$ cat config.mk
export PLATFORM = sky130hd
export DESIGN_NAME = apb_req_scheduler_flat
export DESIGN_NICKNAME = d
export VERILOG_FILES = /design/src/rtl/apb_sched_pkg.sv /design/src/rtl/apb_req_scheduler_if.sv /design/src/rtl/apb_rr_arbiter.sv /design/src/rtl/apb_req_scheduler.sv /design/src/flat_wrapper.sv
export SDC_FILE = /design/constraint.sdc
export NUM_CORES = 1
export LEC_CHECK = 0
export ABC_AREA = 1
export CAP_MARGIN = 30
export CORE_MARGIN = 4
export CORE_UTILIZATION = 40
export DETAILED_ROUTE_END_ITERATION = 8
export PLACE_DENSITY = 0.82
export SETUP_SLACK_MARGIN = 0.1
export SYNTH_ARGS = -nofsm -noshare
export SYNTH_HDL_FRONTEND = slang
export SYNTH_SLANG_ARGS = --single-unit
$ cat constraint.sdc
create_clock -name PCLK -period 4.6 [get_ports PCLK]
set_clock_uncertainty 0.15 [all_clocks]
set_input_delay 0.92 -clock PCLK [delete_from_list [all_inputs] [get_ports PCLK]]
set_output_delay 0.92 -clock PCLK [all_outputs]
set_load 0.01 [all_outputs]
$ cat src/rtl/apb_sched_pkg.sv
// Shared types and helpers for the APB request scheduler.
// SEL_W/REQ_W describe the default configuration; instances with other
// COMP/NREQ values derive their own widths locally.
package apb_sched_pkg;

  localparam int unsigned COMP_DEFAULT = 4;
  localparam int unsigned NREQ_DEFAULT = 3;
  localparam int unsigned SEL_W        = $clog2(COMP_DEFAULT);
  localparam int unsigned REQ_W        = $clog2(NREQ_DEFAULT);

  // Upper bound on completer count supported by the decode helper.
  localparam int unsigned MAX_COMP = 32;

  typedef enum logic [1:0] {
    IDLE,
    ISSUE,
    WAIT,
    RESP
  } sched_state_e;

  typedef struct packed {
    logic                err;
    logic [MAX_COMP-1:0] sel;
  } decode_t;

  // Completer index -> {err, one-hot select}; indices past the last completer
  // produce an error and an all-zero select.
  function automatic decode_t decode_sel(input int unsigned index, input int unsigned comp);
    decode_t d;
    d.err = 1'b0;
    d.sel = '0;
    if (index < comp) begin
      d.sel = MAX_COMP'(1) << index;
    end else begin
      d.err = 1'b1;
    end
    return d;
  endfunction

endpackage

$ cat src/rtl/apb_req_scheduler_if.sv
// Requester-side handshake and bridge M-side signals of the APB scheduler.
// master: the scheduler itself; slave: the requesters plus the bridge.
interface apb_req_scheduler_if #(
  parameter int unsigned ADDR_WIDTH = 32,
  parameter int unsigned DATA_WIDTH = 32,
  parameter int unsigned COMP       = 4,
  parameter int unsigned NREQ       = 3
);

  logic [NREQ-1:0]            req_valid;
  logic [NREQ-1:0]            req_write;
  logic [NREQ*ADDR_WIDTH-1:0] req_addr;
  logic [NREQ*DATA_WIDTH-1:0] req_wdata;
  logic [NREQ-1:0]            req_ready;
  logic [NREQ-1:0]            rsp_valid;
  logic [DATA_WIDTH-1:0]      rsp_rdata;
  logic                       rsp_err;

  logic                       MTRANS;
  logic                       MWRITE;
  logic [COMP-1:0]            MSELx;
  logic [ADDR_WIDTH-1:0]      MADDR;
  logic [DATA_WIDTH-1:0]      MWDATA;
  logic                       PENABLE;
  logic                       PREADY;
  logic [DATA_WIDTH-1:0]      MRDATA;

  modport master (
    input  req_valid, req_write, req_addr, req_wdata, PENABLE, PREADY, MRDATA,
    output req_ready, rsp_valid, rsp_rdata, rsp_err, MTRANS, MWRITE, MSELx, MADDR, MWDATA
  );

  modport slave (
    output req_valid, req_write, req_addr, req_wdata, PENABLE, PREADY, MRDATA,
    input  req_ready, rsp_valid, rsp_rdata, rsp_err, MTRANS, MWRITE, MSELx, MADDR, MWDATA
  );

endinterface

$ cat src/rtl/apb_rr_arbiter.sv
// Requester arbiter: one-hot grant plus binary index of the winner.
// Default: round-robin, search starts one past ptr and wraps at NREQ.
// APB_SCHED_FIXED_PRIO_EN: fixed priority, requester 0 highest, no ptr port.
module apb_rr_arbiter #(
  parameter int unsigned NREQ  = 3,
  parameter int unsigned REQ_W = $clog2(NREQ)
) (
  input  logic [NREQ-1:0]  req,
`ifdef APB_SCHED_FIXED_PRIO_EN
`else
  input  logic [REQ_W-1:0] ptr,
`endif
  output logic [NREQ-1:0]  grant,
  output logic [REQ_W-1:0] idx,
  output logic             any
);

`ifdef APB_SCHED_FIXED_PRIO_EN

  // Walk from highest index down so the lowest requesting index wins last.
  always_comb begin
    grant = '0;
    idx   = '0;
    any   = 1'b0;
    for (int i = int'(NREQ) - 1; i >= 0; i--) begin
      if (|(req & (NREQ'(1) << i))) begin
        any   = 1'b1;
        idx   = REQ_W'(i);
        grant = NREQ'(1) << i;
      end
    end
  end

`else

  logic [REQ_W-1:0] cand;

  // First requester found at ptr+1, ptr+2, ... (mod NREQ) wins.
  always_comb begin
    grant = '0;
    idx   = '0;
    any   = 1'b0;
    cand  = '0;
    for (int unsigned off = 1; off <= NREQ; off++) begin
      cand = REQ_W'((32'(ptr) + off) % NREQ);
      if (!any && |(req & (NREQ'(1) << cand))) begin
        any   = 1'b1;
        idx   = cand;
        grant = NREQ'(1) << cand;
      end
    end
  end

`endif

endmodule

$ cat src/rtl/apb_req_scheduler.sv
// Shares one APB bridge between NREQ requesters, one transaction at a time.
// Arbitrates, decodes the completer select from the top address bits, drives
// the bridge M-side from holding registers and returns the response.
// Build option: APB_SCHED_FIXED_PRIO_EN selects fixed priority (requester 0
// highest) instead of round-robin and drops the round-robin pointer.
module apb_req_scheduler
  import apb_sched_pkg::*;
#(
  parameter int unsigned ADDR_WIDTH = 32,
  parameter int unsigned DATA_WIDTH = 32,
  parameter int unsigned COMP       = COMP_DEFAULT,
  parameter int unsigned NREQ       = NREQ_DEFAULT
) (
  input logic                 PCLK,
  input logic                 PRESET,
  apb_req_scheduler_if.master bus
);

  localparam int unsigned SelW = $clog2(COMP);
  localparam int unsigned ReqW = $clog2(NREQ);

  sched_state_e state_q, state_d;

  logic [NREQ-1:0]       win_grant;
  logic [ReqW-1:0]       win_idx;
  logic                  win_any;
  logic                  accept;
  logic                  win_write;
  logic [ADDR_WIDTH-1:0] win_addr;
  logic [DATA_WIDTH-1:0] win_wdata;
  decode_t               dec;
  logic                  unused_dec;

  logic                  write_q;
  logic [ADDR_WIDTH-1:0] addr_q;
  logic [DATA_WIDTH-1:0] wdata_q;
  logic [ReqW-1:0]       idx_q;
  logic [COMP-1:0]       sel_q;
  logic                  err_q;
  logic [DATA_WIDTH-1:0] rdata_q;

`ifdef APB_SCHED_FIXED_PRIO_EN
`else
  logic [ReqW-1:0]       rr_ptr_q;
`endif

  apb_rr_arbiter #(
    .NREQ  (NREQ),
    .REQ_W (ReqW)
  ) u_arb (
    .req   (bus.req_valid),
`ifdef APB_SCHED_FIXED_PRIO_EN
`else
    .ptr   (rr_ptr_q),
`endif
    .grant (win_grant),
    .idx   (win_idx),
    .any   (win_any)
  );

  assign win_write = |(bus.req_write & win_grant);
  assign win_addr  = bus.req_addr[32'(win_idx) * ADDR_WIDTH +: ADDR_WIDTH];
  assign win_wdata = bus.req_wdata[32'(win_idx) * DATA_WIDTH +: DATA_WIDTH];
  assign dec       = decode_sel(32'(win_addr[ADDR_WIDTH-1 -: SelW]), COMP);
  // Select bits above COMP are always zero for in-range indices.
  assign unused_dec = ^dec.sel;

  // State register; reset abandons any transaction without a response.
  always_ff @(posedge PCLK or posedge PRESET) begin
    if (PRESET) begin
      state_q <= IDLE;
    end else begin
      state_q <= state_d;
    end
  end

  // Next state; accepts only in IDLE, decode errors skip the bus entirely.
  always_comb begin
    state_d = state_q;
    accept  = 1'b0;
    unique case (state_q)
      IDLE: begin
        if (win_any) begin
          accept  = 1'b1;
          state_d = dec.err ? RESP : ISSUE;
        end
      end
      ISSUE: state_d = WAIT;
      WAIT: begin
        if (bus.PENABLE && bus.PREADY) begin
          state_d = RESP;
        end
      end
      RESP:    state_d = IDLE;
      default: state_d = IDLE;
    endcase
  end

`ifdef APB_SCHED_FIXED_PRIO_EN
`else
  // Round-robin pointer follows the last accepted requester.
  always_ff @(posedge PCLK or posedge PRESET) begin
    if (PRESET) begin
      rr_ptr_q <= ReqW'(NREQ - 1);
    end else if (accept) begin
      rr_ptr_q <= win_idx;
    end
  end
`endif

  // Holding registers: request captured on accept, read data on completion.
  always_ff @(posedge PCLK or posedge PRESET) begin
    if (PRESET) begin
      write_q <= 1'b0;
      addr_q  <= '0;
      wdata_q <= '0;
      idx_q   <= '0;
      sel_q   <= '0;
      err_q   <= 1'b0;
      rdata_q <= '0;
    end else if (accept) begin
      write_q <= win_write;
      addr_q  <= win_addr;
      wdata_q <= win_wdata;
      idx_q   <= win_idx;
      sel_q   <= dec.sel[COMP-1:0];
      err_q   <= dec.err;
      rdata_q <= '0;
    end else if (state_q == WAIT && bus.PENABLE && bus.PREADY) begin
      rdata_q <= write_q ? '0 : bus.MRDATA;
    end
  end

  // M-side comes straight from the holding registers so it stays stable
  // for the whole bridge transfer.
  always_comb begin
    bus.MTRANS    = (state_q == ISSUE);
    bus.MWRITE    = write_q;
    bus.MSELx     = sel_q;
    bus.MADDR     = addr_q;
    bus.MWDATA    = wdata_q;
    bus.req_ready = accept ? win_grant : '0;
    bus.rsp_valid = (state_q == RESP) ? (NREQ'(1) << idx_q) : '0;
    bus.rsp_rdata = (state_q == RESP) ? rdata_q : '0;
    bus.rsp_err   = (state_q == RESP) && err_q;
  end

endmodule

$ cat src/flat_wrapper.sv
// flat-port wrapper written by rule: the top's interface ports become plain ports
module apb_req_scheduler_flat import apb_sched_pkg::*;
#(
  parameter int unsigned ADDR_WIDTH = 32,
  parameter int unsigned DATA_WIDTH = 32,
  parameter int unsigned COMP       = COMP_DEFAULT,
  parameter int unsigned NREQ       = NREQ_DEFAULT
)
  (PCLK, PRESET, bus_req_valid, bus_req_write, bus_req_addr, bus_req_wdata, bus_PENABLE, bus_PREADY, bus_MRDATA, bus_req_ready, bus_rsp_valid, bus_rsp_rdata, bus_rsp_err, bus_MTRANS, bus_MWRITE, bus_MSELx, bus_MADDR, bus_MWDATA);
  apb_req_scheduler_if #(.ADDR_WIDTH(ADDR_WIDTH), .DATA_WIDTH(DATA_WIDTH), .COMP(COMP), .NREQ(NREQ)) bus_i ();
  input logic PCLK;
  input logic PRESET;
  input wire logic [$bits(bus_i.req_valid)-1:0] bus_req_valid;
  input wire logic [$bits(bus_i.req_write)-1:0] bus_req_write;
  input wire logic [$bits(bus_i.req_addr)-1:0] bus_req_addr;
  input wire logic [$bits(bus_i.req_wdata)-1:0] bus_req_wdata;
  input wire logic [$bits(bus_i.PENABLE)-1:0] bus_PENABLE;
  input wire logic [$bits(bus_i.PREADY)-1:0] bus_PREADY;
  input wire logic [$bits(bus_i.MRDATA)-1:0] bus_MRDATA;
  output wire logic [$bits(bus_i.req_ready)-1:0] bus_req_ready;
  output wire logic [$bits(bus_i.rsp_valid)-1:0] bus_rsp_valid;
  output wire logic [$bits(bus_i.rsp_rdata)-1:0] bus_rsp_rdata;
  output wire logic [$bits(bus_i.rsp_err)-1:0] bus_rsp_err;
  output wire logic [$bits(bus_i.MTRANS)-1:0] bus_MTRANS;
  output wire logic [$bits(bus_i.MWRITE)-1:0] bus_MWRITE;
  output wire logic [$bits(bus_i.MSELx)-1:0] bus_MSELx;
  output wire logic [$bits(bus_i.MADDR)-1:0] bus_MADDR;
  output wire logic [$bits(bus_i.MWDATA)-1:0] bus_MWDATA;
  assign bus_i.req_valid = bus_req_valid;
  assign bus_i.req_write = bus_req_write;
  assign bus_i.req_addr = bus_req_addr;
  assign bus_i.req_wdata = bus_req_wdata;
  assign bus_i.PENABLE = bus_PENABLE;
  assign bus_i.PREADY = bus_PREADY;
  assign bus_i.MRDATA = bus_MRDATA;
  assign bus_req_ready = bus_i.req_ready;
  assign bus_rsp_valid = bus_i.rsp_valid;
  assign bus_rsp_rdata = bus_i.rsp_rdata;
  assign bus_rsp_err = bus_i.rsp_err;
  assign bus_MTRANS = bus_i.MTRANS;
  assign bus_MWRITE = bus_i.MWRITE;
  assign bus_MSELx = bus_i.MSELx;
  assign bus_MADDR = bus_i.MADDR;
  assign bus_MWDATA = bus_i.MWDATA;
  apb_req_scheduler #(.ADDR_WIDTH(ADDR_WIDTH), .DATA_WIDTH(DATA_WIDTH), .COMP(COMP), .NREQ(NREQ)) u_core (.PCLK(PCLK), .PRESET(PRESET), .bus(bus_i));
endmodule
# Word level (Yosys, flattened, before mapping)
# Index checks and enable logic that the tools add are counted.
# Widths: inputs -> output; s select.
# classes
addsub	3
div_mod_pow	3
n_eq_ne	5
shift	7
n_mux	20
n_bitwise	4
reduce_logical	14
# op_table
cell	count
$shiftx 96x8->32	2
$mux 32	4
$mod 32x2->32 const B	3
$mux 3	5
$and 3x3->3	4
$reduce_or 3->1	4
$shl 1x2->3 const A	4
$mux 2	5
$pmux 2 s4	1
$add 2x2->3 const B	2
$logic_and 1x1->1	5
$mux 1	5
$eq 2x2->1 const B	2
$shl 1x2->4 const A	1
$add 2x1->3 const B	1
$eq 2x1->1 const B	1
$logic_not 1->1	2
$logic_not 2->1	1
$ne 2x1->1 const B	1
$ne 2x2->1 const B	1
$reduce_and 2->1	1
$reduce_bool 2->1	1
# word_totals
register_bits	107
inputBits	234
output_inout_bits	109
word_cells	64

# Longest topological paths before layout
# logic_depth
word_depth	15
mapped_depth	16
mapped_depth_nobuf	15

# Hierarchy
# From an unflattened synthesis, not the netlist that was laid out.
# hier_totals
cells_unflattened	889
hier_area_um2	6057.1
# by_module_without_submodules
module	instances	cells_each	area_per_inst_um2
apb_req_scheduler	1	844	5796.8
apb_rr_arbiter	1	45	260.2

# Worst setup path after synthesis
# No wires, ideal clock.
# synth_timing
path_kind	register to output
startpoint	reg u_core.rr_ptr_q[1]
endpoint	out bus_req_ready[1]
arrival_time_ns	1.971
required_ns	3.530
slack_ns	1.559
stages_incl_launch_ff	11
path_buffers	2
path_cell_list	dfstp_2 -> inv_1 -> ha_1 -> nand2_1 -> nand3_2 -> nor2_4 -> nand2_1 -> nand2_1 -> buf_6 -> clkbuf_1 -> nor2_1
# synth_via
elab_chain_len	15
elab_cells_between_ends	28
classes_between	add/sub (3); div (3); shift (3); mux (9); bitwise (3); reduce/logical (7)
# synth_rtl
element	line_no	rtl
from (decl)	apb_req_scheduler.sv:44	logic [ReqW-1:0] rr_ptr_q;
from (signal assigned)	apb_req_scheduler.sv:104	rr_ptr_q <= ReqW'(NREQ - 1);
from (signal assigned)	apb_req_scheduler.sv:106	rr_ptr_q <= win_idx;
$add 2x1->3	apb_rr_arbiter.sv:45	cand = REQ_W'((32'(ptr) + off) % NREQ);
$mod 32x2->32	apb_rr_arbiter.sv:45	
$shl 1x2->3	apb_rr_arbiter.sv:46, apb_rr_arbiter.sv:49	
$and 3x3->3	apb_rr_arbiter.sv:46	if (!any && |(req & (NREQ'(1) << cand))) begin
$reduce_or 3->1	apb_rr_arbiter.sv:46	
$mux 1	apb_rr_arbiter.sv:46	
$logic_not 1->1	apb_rr_arbiter.sv:46	
$logic_and 1x1->1	apb_rr_arbiter.sv:46	
$mux 1	apb_rr_arbiter.sv:46	
$logic_not 1->1	apb_rr_arbiter.sv:46	
$logic_and 1x1->1	apb_rr_arbiter.sv:46	
$mux 1	apb_rr_arbiter.sv:46	
$mux 1	apb_req_scheduler.sv:83	if (win_any) begin
$mux 1	apb_req_scheduler.sv:81	unique case (state_q)
$mux 3 (*)	apb_req_scheduler.sv:142	bus.req_ready = accept ? win_grant : '0;
to (decl)	flat_wrapper.sv:20	output wire logic [$bits(bus_i.req_ready)-1:0] bus_req_ready;
# Mark *: on every way between the ends. The rest lies on a longest branch, timed or not.

# Worst setup path after layout
# layout_timing
startpoint	in bus_req_valid[2]
endpoint	out bus_req_ready[2]
# layout_via
elab_chain_len	12
elab_cells_between_ends	19
classes_between	mux (9); bitwise (3); reduce/logical (7)
# layout_rtl
element	line_no	rtl
from (decl)	flat_wrapper.sv:13	input wire logic [$bits(bus_i.req_valid)-1:0] bus_req_valid;
$and 3x3->3	apb_rr_arbiter.sv:46	
$reduce_or 3->1	apb_rr_arbiter.sv:46	
$mux 1	apb_rr_arbiter.sv:46	
$logic_not 1->1	apb_rr_arbiter.sv:46	
$logic_and 1x1->1	apb_rr_arbiter.sv:46	
$mux 1	apb_rr_arbiter.sv:46	
$logic_not 1->1	apb_rr_arbiter.sv:46	
$logic_and 1x1->1	apb_rr_arbiter.sv:46	
$mux 1	apb_rr_arbiter.sv:46	
$mux 1	apb_req_scheduler.sv:83	
$mux 1	apb_req_scheduler.sv:81	
$mux 3 (*)	apb_req_scheduler.sv:142	
# Marks and branches as above.

==> results <==
- The number of antenna repair diodes is 0.
- The routed layout has around 7k vias.
- The half-perimeter wire length after detailed placement is around 17 mm.
- From bottom edge to top edge, the die measures approximately 140 um.
- The initial antenna violation count is 1.
- In this run the number of H-tree levels came out at 3.
- The wire length of the first global-routing pass is 35.1 mm.
- The root buffer cell is clkbuf_16.
- The number of sinks driven by the clock tree is 106.
- The leakage power is ~0.0047 uW.
- The number of nets with antenna violations after routing is 0.
- The internal reg-to-reg setup slack is 0.92 ns.
- Subtracting the final worst setup slack from the clock period gives ~4 ns.
- The initial standard-cell utilization of the core is 0.408.
- The count of buffers added on input and output ports is ~340.
- The remaining global-route overflow is 0.
- The startpoint of the lowest-slack hold path is u_core.bus.MWDATA[31].
- The TritonCTS clock tree is yes.
- The hold-critical path depth is 2.
- The endpoint identified for the worst register-to-register timing path is u_core.bus.MSELx[1].
- Summed over all layers, the routed wires come to about 23 mm.
- The final hold violation count is 0.
- The floorplan has 46 rows.
- Setup violations remaining at the end of the flow were counted as 0.
- The number of max-slew violations in the final report is 0.
- The number of global-route vias before repair is approximately 6.7k.
- Once the clock tree was built, the setup fixing pass inserted 0 buffers.
- The clock passes through at most 2 buffers.
- The average detailed-routed wire length per instance is around 16 um.
- The critical path is of the primary input to primary output type.
- The final layout contains ~1.4k nets.
- The number of buffers added by the clock tree synthesis step is 9.
- The worst pin sits at a relative slew slack of 0.501.
- The commonest non-fill, non-tap cell in the layout is clkdlybuf4s50_1.
- The origin of the critical flop-to-flop path is u_core.rr_ptr_q[1].
- In the layout the commonest cells are clkdlybuf4s50_1, inv_1, nand2_1.
- The floorplan step defined a core boundary enclosing around 16000 um^2.
- The worst setup path is launched from a primary input.
- Clock-pin slew was measured on the worst setup and hold paths at around 0.07 ns.
- The flow ran to the end, and the final reports show no timing, DRC or antenna violations.
- The netlist area before placement is ~6500 um^2.
- Setup repair after global routing left no endpoint under its margin.
- The total of flip-flops plus latches after synthesis is about 110.
- The number of max-cap violations is 0.
- The post-synthesis net count is roughly 1.1k.
- The tightest min-delay check is of the flip-flop to flip-flop type.
- The distinct cell type count of the synthesized netlist is 29.
- Measured on the finished design, the core utilization comes to 0.647.
- Dividing the final minimum period by the clock period gives 0.864.
- The first detailed-routing pass took 5 iterations.
- Adding up every negative setup slack in the final design gives 0 ns.
- The endpoint arrival time on the critical path is between 2 and 3 ns.
- The layout-stage area growth over the synthesis result is 58.7%.
- The end of the worst hold path is u_core.bus.MWDATA[31].
- The die covers 18200 um^2.
- The overall track demand over capacity in global routing is 0.242.
- For this run, the register share of the synthesized area comes to 0.411.
- The number of top-level design ports is approximately 340.
- The number of design rule violations left after detail routing is 0.
- Power spread over the standard cell area amounts to 722 nW/um^2.
- The ratio of cells with drive above 1 in the final layout is 0.0508.
- The number of cells on the worst reg-to-reg path is 13.
- The number of hold buffers added after cts is 0.
- The largest net degree at the start of global routing is 106.
- The Yosys step of the flow raised 0 warnings.
- Routability-driven placement finished with a final weighted congestion of 0.867.
- The critical path capture point type is a primary output.
- Synthesis produced approximately 900 cells.
- Data on the critical path is required at its endpoint by approximately 3.5 ns.
- In this run the horizontal extent of the chip is roughly 140 um.
- The fmax is 252 MHz.
- The detailed router's first-iteration violation count is just under 600.
- The largest vdd supply drop is 0.000646 V.
- The later pin in the worst-skew pair is clocked with a latency of 0.34 ns.
- The maximum fanout along the worst path is 19.
- The pin slew with the least headroom to its limit is 0.749 ns.
- Once the clock tree was built, the resizer swapped 0 gates to a different size.
- After synthesis, the mean cell area works out to 7.20 um^2.
- The via count normalized by instance count is approximately 5.0.
-- power breakdown --
| group | leakage (uW) | switching [uW] | internal (uW) |
|---|---|---|---|
| Combinational | 0.00323 | 2980 | 1970 |
| Clock | 0.000150 | 361 | 443 |
| Sequential | 0.00135 | 252 | 1390 |
| Total | 0.00473 | 3600 | 3800 |
-- state kept, by name, indices dropped and copies added (netlist names) --
| signal | count |
|---|---|
| u_core.rr_ptr_q | 2 |
| u_core.state_q | 2 |
| u_core.rdata_q | 32 |
| u_core.bus.MADDR | 32 |
| u_core.bus.MWRITE | 1 |
| u_core.idx_q | 1 |
| u_core.bus.MSELx | 4 |
| u_core.bus.MWDATA | 32 |
-- critical path: stages --
cell and delay (ns):
clkdlybuf4s50_1 0.51, nand2_1 0.10, nand3_2 0.14, nor2_4 0.07, nand2_1 0.08, nand2_2 0.24
nor2_1 0.25, clkdlybuf4s50_1 0.60
-- worst max path at each step --
stage	from	end	slack [ns]
6_report	bus_req_valid[2]	bus_req_ready[2]	0.63
2_1_floorplan	PRESET	u_core.bus.MADDR[0]	0.74
4_1_cts	bus_req_valid[1]	bus_req_ready[2]	0.61
3_3_place_gp	bus_req_valid[2]	u_core.bus.MSELx[2]	0.65
5_1_grt	bus_req_valid[2]	bus_req_ready[2]	0.42
3_5_place_dp	bus_req_valid[1]	u_core.bus.MSELx[1]	0.58
-- routing by layer --
| metal | routed length (um) | vias up | GRT usage |
|---|---|---|---|
| met3 | 1840 | 38 | 0.0645 |
| li1 | - | 3487 | - |
| met1 | 8870 | 3246 | 0.295 |
| met4 | 605 | 2 | 0.0806 |
| met5 | 12 | - | 0 |
| met2 | 11500 | 312 | 0.416 |
-- layout make-up --
cell class | instances | area [um^2]
Fill cell | 1378 | 5580
Timing Repair Buffer | 354 | 3590
Multi-Input combinational cell | 545 | 2740
Sequential cell | 106 | 2650
Inverter | 179 | 676
Tap cell | 216 | 270
Clock buffer | 10 | 239
Clock inverter | 6 | 72.6
-- cell usage after synthesis, drive strengths merged --
| library cell | n | area [um^2] |
|---|---|---|
| nand4 | 2 | 12.5 |
| nand2 | 116 | 448 |
| a31oi | 61 | 382 |
| dfstp | 1 | 26.3 |
| a21oi | 96 | 537 |
| conb | 1 | 3.75 |
| buf | 43 | 308 |
| o21bai | 2 | 15.0 |
| o21ai | 129 | 646 |
| ha | 7 | 87.6 |
| nor3 | 3 | 15.0 |
| clkbuf | 24 | 90.1 |
| dfrtp | 105 | 2630 |
| inv | 179 | 672 |
| or2 | 1 | 6.26 |
| nand3 | 53 | 280 |
| nor2 | 73 | 292 |
| a22oi | 1 | 7.51 |
-- cells by family (layout without fill, tap and decap cells) --
group / after synthesis / count (layout) / share of synthesized area
buffers and inverters: 246 / 549 / 0.166
and+or+nand+nor: 248 / 248 / 0.163
other: 1 / 1 / 0.000581
adders and majority gates: 7 / 7 / 0.0136
AOI/OAI and AO/OA: 289 / 289 / 0.246
DFF: 106 / 106 / 0.411
-- per-stage QoR --
stage                     setup slack [ns]  hold slack (ns)  area [um^2]  power, uW  std cells
final                                0.625            0.334        10200       7400       1416
after detailed placement             0.580            0.323         9900       6600       1399
after floorplan                      0.743            0.348         6450       5100        897
after CTS                            0.610            0.343        10200       7430       1415
after global routing                 0.422            0.363        10200       8080       1416
after global placement               0.647            0.317         9880       6470       1398
Power figures use the tool's default switching activity.
==> variant (same flow settings) <==
Encoding of `sched_state_e`: now one-hot (4 bits for 4 states).
--- a/src/rtl/apb_sched_pkg.sv
+++ b/src/rtl/apb_sched_pkg.sv
@@ -11,11 +11,11 @@
   // Upper bound on completer count supported by the decode helper.
   localparam int unsigned MAX_COMP = 32;
 
-  typedef enum logic [1:0] {
-    IDLE,
-    ISSUE,
-    WAIT,
-    RESP
+  typedef enum logic [3:0] {
+    IDLE  = 4'b0001,
+    ISSUE = 4'b0010,
+    WAIT  = 4'b0100,
+    RESP  = 4'b1000
   } sched_state_e;
 
   typedef struct packed {
Function: same outputs for any inputs over 4 cycles, from zero or initial values and one cycle with PRESET high; so few cycles prove little.
==> variant against the original RTL <==
  * Sequential cell count grew 2
  * Worst setup slack gained 0.0018 ns
  * Final area shrank 0.28%
  * Wire length grew 5.1%
  * Area after synthesis grew 0.76%
  * Utilization shrank 0.42 points
  * Power shrank 1.4%
  * Synthesized cell count shrank 2.8%
  * Largest cell class unchanged
==> variant: results (changes against the original RTL) <==
- The average wire per cell in the routed design was 17.2 um (+7.2%).
- The net count of the mapped netlist was 1109 (-2.5%).
- The total global routing track utilization is 0.252 (+0.0100).
- The post-detailed-route via-to-cell ratio was 5.13 (+2.6%).
- The sequential area share after synthesis was 0.416 (+0.00480).
- The final weighted congestion of routability-driven global placement was 0.840 (-3.1%).
- The leakage power figure is 4.55 nW (-3.7%).
- The run finished with clean final reports.
- The post-route core utilization was 0.643 (-0.00416).
- The mean instance size in the synthesized netlist is 7.46 um^2 (+3.6%).
- The post-DP HPWL is 17.3 mm (+0.91%).
- The number of antenna violations at the first check in global routing was 0 (-1).
- The cell area after placement is 0.00991 mm^2 (about the same).
- The via count of the first global-routing pass was 6850 (+2.2%).
- The largest net degree at the start of global routing is 69 (-35%).
- The cell total after placement was 1372 (-1.9%).
- After synthesis, the most frequently instantiated cells are nand3_1, nand2_1, dfrtp_1.
- The proportion of layout cells with a drive suffix above 1 came to 0.0768 (+0.0260).
- The transition time at the pin with the least slew margin is 0.799 ns (+0.0501 ns).
- The worst slack at placement was 0.528 ns (-0.0517 ns).
- The iteration count of the initial detailed-routing pass was 6 (+1).
- The fill cell total of the finished layout came to 1406 (+2.0%).
- After synthesis, the cell types taking the most area are dfrtp_1, nand3_1, nand2_1.
- The maximum fanout along the worst path is 28 (+9).
- The wire length of the first global-routing pass came to 36.7 mm (+4.8%).
- The count of distinct cell types in the synthesized netlist was 37 (+28%).
- The total via count after detailed routing is 7124 (+0.55%).
[variant: cell types whose count changed after synthesis, sizes merged, moves of 9 or more]
| cell | change |
|---|---|
| nand3 | +251 |
| inv | -125 |
| nand2 | +118 |
| a21oi | -93 |
| o21ai | -93 |
| a31oi | -61 |
| nor2 | -28 |
| buf | +9 |
[variant: area by class of cell]
class	instances	area, um^2	share of cell area
repair buffers	354	3540	0.347
clock inverters	6	70.1	0.00686
multi-input cells	640	3180	0.311
flip-flops and latches	108	2710	0.265
inverters	54	208	0.0203
clock buffers	10	239	0.0234
well taps	216	270	0.0265
[variant: power by group]
| group | switching, mW | internal, mW |
|---|---|---|
| clock | 0.375 | 0.443 |
| combinational | 3.25 | 1.73 |
| sequential | 0.191 | 1.31 |
[variant: cell families (layout without fill, tap and decap cells)]
logic type	count (synthesis)	after routing	share of synthesized area
DFF	108	108	0.416
and+or+nand+nor	593	593	0.429
AOI/OAI and AO/OA	42	42	0.0508
other	1	1	0.000577
adders and majority gates	3	3	0.00577
buffers and inverters	124	424	0.0962
muxes	1	1	0.00154
[variant: worst paths after layout]
kind / start / to / slack [ns] / cells after the start
setup reg to reg: u_core.rr_ptr_q[1] / u_core.bus.MWDATA[29] / 0.94 / 12
min in group asynchronous: PRESET / u_core.bus.MADDR[0] / 0.90 / 2
hold reg to reg: u_core.bus.MSELx[1] / u_core.bus.MSELx[1] / 0.34 / 2
hold / removal: u_core.bus.MSELx[1] / u_core.bus.MSELx[1] / 0.34 / 2
max in group asynchronous: PRESET / u_core.state_q[0] / 2.56 / 3
setup / recovery: bus_req_valid[0] / bus_req_ready[2] / 0.63 / 8
[variant: layer usage]
metal	routed length [um]	share of wire	global-route usage
met1	9240	0.39	0.310
met2	11800	0.49	0.426
met3	2230	0.093	0.0695
met4	667	0.028	0.0873
met5	0	0	0
